<file path="config.mk">
export PLATFORM = sky130hd
export DESIGN_NAME = bus_cycle_sequencer
export DESIGN_NICKNAME = d
export VERILOG_FILES = /design/src/rtl/bus_cycle_sequencer.sv
export SDC_FILE = /design/constraint.sdc
export NUM_CORES = 1
export LEC_CHECK = 0
export ABC_AREA = 1
export BUFFER_PORTS_ARGS = -buffer_cell sky130_fd_sc_hd__buf_2
export CORE_MARGIN = 2
export CORE_UTILIZATION = 45
export CTS_BUF_LIST = sky130_fd_sc_hd__clkbuf_8
export CTS_CLUSTER_DIAMETER = 100
export CTS_CLUSTER_SIZE = 16
export DETAILED_ROUTE_END_ITERATION = 8
export GPL_TIMING_DRIVEN = 1
export PLACE_DENSITY = 0.8
export SYNTH_ARGS = -nofsm -noshare
export SYNTH_HDL_FRONTEND = slang
export SYNTH_SLANG_ARGS = --single-unit
export TNS_END_PERCENT = 30
</file>
<file path="constraint.sdc">
create_clock -name clk_i -period 2.3 [get_ports clk_i]
set_input_delay 0.345 -clock clk_i [delete_from_list [all_inputs] [get_ports clk_i]]
set_output_delay 0.345 -clock clk_i [all_outputs]
set_load 0.01 [all_outputs]
</file>
<file path="src/rtl/bus_cycle_sequencer.sv">
// Fixed-slot bus timing generator: 16-cycle frame, SPI slot (f 0-7) then CPU slot (f 8-15).
// Drives the slot owner's address to the decoder and turns decoder results into bus strobes.
module bus_cycle_sequencer (
    input  logic        clk_i,
    input  logic        rst_n_i,
    input  logic [16:0] cpu_addr_i,
    input  logic        cpu_rw_i,
    input  logic        spi_req_i,
    input  logic [16:0] spi_addr_i,
    input  logic        spi_rw_i,
    output logic        spi_ack_o,
    output logic [7:0]  spi_rd_data_o,
    input  logic [7:0]  data_i,
    output logic [16:0] bus_addr_o,
    input  logic        ram_en_i,
    input  logic        io_en_i,
    input  logic        magic_en_i,
    input  logic        is_readonly_i,
    input  logic        is_mirrored_i,
    output logic [16:0] ram_addr_o,
    output logic        ram_oe_o,
    output logic        ram_we_o,
    output logic        io_strobe_o,
    output logic        magic_we_o,
    output logic        cpu_phi2_o
);

    logic [3:0]  frame_q;
    logic [2:0]  slot_cyc;
    logic        cpu_slot;

    logic [16:0] bus_addr_q;
    logic        rw_q;
    logic        active_q;

    logic        ram_oe_q, ram_oe_d;
    logic        ram_we_q, ram_we_d;
    logic        io_strobe_q, io_strobe_d;
    logic        magic_we_q, magic_we_d;
    logic        phi2_q, phi2_d;
    logic        spi_ack_q, spi_ack_d;
    logic [7:0]  rd_data_q;
    logic        rd_capture;

    logic        slot_rd;
    logic        slot_wr;
    logic        win_1_6;
    logic        win_2_5;

    assign slot_cyc = frame_q[2:0];
    assign cpu_slot = frame_q[3];

    always_ff @(posedge clk_i or negedge rst_n_i) begin
        if (!rst_n_i) begin
            frame_q <= 4'd0;
        end else begin
            frame_q <= frame_q + 4'd1;
        end
    end

    // Owner's request is latched once per slot; later input changes wait for the next slot.
    always_ff @(posedge clk_i or negedge rst_n_i) begin
        if (!rst_n_i) begin
            bus_addr_q <= 17'd0;
            rw_q       <= 1'b0;
            active_q   <= 1'b0;
        end else if (slot_cyc == 3'd0) begin
            if (cpu_slot) begin
                bus_addr_q <= cpu_addr_i;
                rw_q       <= cpu_rw_i;
                active_q   <= 1'b1;
            end else begin
                bus_addr_q <= spi_addr_i;
                rw_q       <= spi_rw_i;
                active_q   <= spi_req_i;
            end
        end
    end

    always_comb begin
        slot_rd     = active_q & rw_q;
        slot_wr     = active_q & ~rw_q;
        win_1_6     = (slot_cyc >= 3'd1) && (slot_cyc <= 3'd6);
        win_2_5     = (slot_cyc >= 3'd2) && (slot_cyc <= 3'd5);

        ram_oe_d    = slot_rd & ram_en_i & win_1_6;
        // ROM is only write-protected against the CPU; SPI may load it.
        ram_we_d    = slot_wr & ram_en_i & win_2_5 & ~(cpu_slot & is_readonly_i);
        io_strobe_d = active_q & io_en_i & win_1_6;
        magic_we_d  = slot_wr & magic_en_i & (slot_cyc == 3'd6);
        spi_ack_d   = active_q & ~cpu_slot & (slot_cyc == 3'd7);
        rd_capture  = slot_rd & ~cpu_slot & (slot_cyc == 3'd6);
        // Registered, so decode one cycle early: high for CPU s=1..7.
        phi2_d      = (frame_q >= 4'd8) && (frame_q <= 4'd14);
    end

    always_ff @(posedge clk_i or negedge rst_n_i) begin
        if (!rst_n_i) begin
            ram_oe_q    <= 1'b0;
            ram_we_q    <= 1'b0;
            io_strobe_q <= 1'b0;
            magic_we_q  <= 1'b0;
            phi2_q      <= 1'b0;
            spi_ack_q   <= 1'b0;
        end else begin
            ram_oe_q    <= ram_oe_d;
            ram_we_q    <= ram_we_d;
            io_strobe_q <= io_strobe_d;
            magic_we_q  <= magic_we_d;
            phi2_q      <= phi2_d;
            spi_ack_q   <= spi_ack_d;
        end
    end

    always_ff @(posedge clk_i or negedge rst_n_i) begin
        if (!rst_n_i) begin
            rd_data_q <= 8'd0;
        end else if (rd_capture) begin
            rd_data_q <= data_i;
        end
    end

    // 1 KB VRAM is mirrored across 8000-8FFF by dropping address bits 11:10.
    always_comb begin
        ram_addr_o = bus_addr_q;
        if (is_mirrored_i) begin
            ram_addr_o[11:10] = 2'b00;
        end
    end

    assign bus_addr_o    = bus_addr_q;
    assign ram_oe_o      = ram_oe_q;
    assign ram_we_o      = ram_we_q;
    assign io_strobe_o   = io_strobe_q;
    assign magic_we_o    = magic_we_q;
    assign cpu_phi2_o    = phi2_q;
    assign spi_ack_o     = spi_ack_q;
    assign spi_rd_data_o = rd_data_q;

endmodule
</file>
==> run metrics <==
Post-CTS Setup Inserts 0; worst r2r src frame_q[0]; chip height 69.2 um; die area 4780 um^2; pre-CTS WS 0.664 ns; Final ANT Viol Nets 0; Clk Latency, worst-skew pair 0.28 ns; #FFs+latches synth 37; # DRC 0; global placement routability congestion ~0.72; Power Dens Cells 552 nW/um^2; worst hold path type in2async; syn nets 302; post-DR vias/cell approximately 4.6; worst rel slew slack 0.467; unrepaired setup endpoints after global routing false; CTS tree yes; DRT Pass-1 Iters 4; post-cts gate resize count 0; filler cell count about 380; Cell Area, Synth 1910 um^2; Num CTS Buffers 5; reg2reg path depth 7; area leader, netlist dfrtp_1; core footprint 4060 um^2; IO Count 100; diodes inserted 0; Max Slew Vio Count 0; Clock Sinks 37; vias in the first global route roughly 1700; DIE WIDTH 69.2 um; port bufs 99; final period utilization 0.702; initial antenna violation count 0; final wirelength 4.07 mm; register clock-pin slew on the reported worst setup and hold paths ~0.070 ns; H-tree depth 2; slew of the pin with the lowest slew margin 0.800 ns; layout cell share with drive strength beyond 1 0.342; Clock Path Buffers 2; most frequent cells in the layout 102 x nand2_1, 99 x buf_2, 37 x dfrtp_1; Final HPWL DP around 3.0 mm; fmax 619 MHz; Starting Density 0.471; Leakage about 1.5 nW; Peak VDD IR 0.247 mV; Post-Syn Instances 245; 1st-iter DRT viols slightly above 90; final setup margin approximately 0.68 ns; Overflow after GRT 0; Syn-to-layout area delta 25.4%; sequential element share of the synthesized area 0.485; number of setup violations in the final report 0; fin nets 387; worst hold slack 0.144 ns; WS Path Type reg2reg; Worst setup SP type flop; Worst Path Arrival 1.79 ns; # Max-Cap Violations 0; post-synthesis cell type count 20; first-pass GRT wire length 7.05 mm; DR vias about 1700; Final min period ~1.6 ns; CTS Hold Bufs 0; warnings from Yosys 0; Root Driver clkbuf_8; final hold violation count 0; max reg flops 17; R2R Setup Slk 0.68 ns; largest net degree at the start of global routing 43; Crit Path Max Fanout 19; DR WL/cell approximately 11 um; commonest non-fill, non-tap cell in the layout nand2_1; RR Endpoint bus_addr_o[1]; Area contributors post-synth dfrtp_1 48%, nand2_1 20%, buf_4 6.7%; Critical Path RT 2.47 ns; Yosys top cell area share 0.485; row cnt 23; GRT Util Overall 0.180; syn avg cell area approximately 7.8 um^2; clock skew roughly 0.0085 ns; status finished, final reports clean; CP endpoint kind flop; Setup TNS 0 ns
## layer usage
layer	vias to the layer above	global-route usage	wire length [um]
met4	0	0.0588	46
li1	886	-	-
met5	-	0	0
met3	4	0.0556	287
met1	784	0.216	1720
met2	62	0.308	2020
## critical path, cell delays in order, from the launching register on
cell and delay (ns):
dfrtp_1 0.43, inv_1 0.13, ha_1 0.15, inv_1 0.04, nor2_2 0.32, inv_2 0.25, nand2_1 0.12, nand2_1 0.06
## metrics by stage
| step | total power, mW | util | std cells | area (um^2) |
|---|---|---|---|---|
| after CTS | 1.34 | 0.591 | 380 | 2400 |
| after global routing | 1.39 | 0.591 | 380 | 2400 |
| after global placement | 0.889 | 0.569 | 373 | 2310 |
| after detailed placement | 0.893 | 0.569 | 373 | 2310 |
| after floorplan | 0.802 | - | 245 | 1910 |
| final | 1.32 | 0.591 | 380 | 2400 |
## power breakdown
group,total (mW),internal (mW),switching (mW)
Combinational,0.172,0.0822,0.0897
Clock,0.444,0.233,0.211
Sequential,0.706,0.683,0.0231
## final cells by class
class | instances | area (um^2) | area share
timing repair buffer | 101 | 510 | 0.213
tap | 50 | 62.6 | 0.0261
multi-input combinational | 154 | 694 | 0.290
sequential | 37 | 926 | 0.386
clock buffer | 6 | 82.6 | 0.0345
clock inverter | 1 | 3.75 | 0.00157
inverter | 31 | 116 | 0.0486
## worst max path at each step
| stage | startpoint | to | slack, ns | depth (start not counted) |
|---|---|---|---|---|
| 5_1_grt | frame_q[0] | bus_addr_o[13] | 0.47 | 7 |
| 4_1_cts | frame_q[0] | bus_addr_o[1] | 0.66 | 7 |
| 3_3_place_gp | frame_q[0] | bus_addr_o[3] | 0.77 | 7 |
| 3_5_place_dp | frame_q[0] | bus_addr_o[1] | 0.66 | 7 |
| 2_1_floorplan | frame_q[0] | bus_addr_o[10] | 1.06 | 8 |
| 6_report | frame_q[0] | bus_addr_o[1] | 0.68 | 7 |
## cell usage after synthesis
master and instances:
buf_2 2, buf_4 17, buf_6 1, buf_8 1, clkbuf_2 2, dfrtp_1 37, ha_1 5, inv_1 29
inv_2 2, nand2_1 102, nand2_2 1, nand2_4 1, nand3_1 9, nand3b_1 1, nor2_1 12, nor2_2 1
nor2_8 1, nor3b_1 1, o21ai_0 16, o21ai_1 4
## logic make-up (layout without fill, tap and decap cells)
family / after synthesis / after routing / share of synthesized area
flops: 37 / 37 / 0.485
buf+inv: 54 / 139 / 0.152
simple gates: 129 / 129 / 0.278
compound gates: 20 / 20 / 0.0524
fa+ha+maj: 5 / 5 / 0.0327
(Power assumes the default switching activity.)
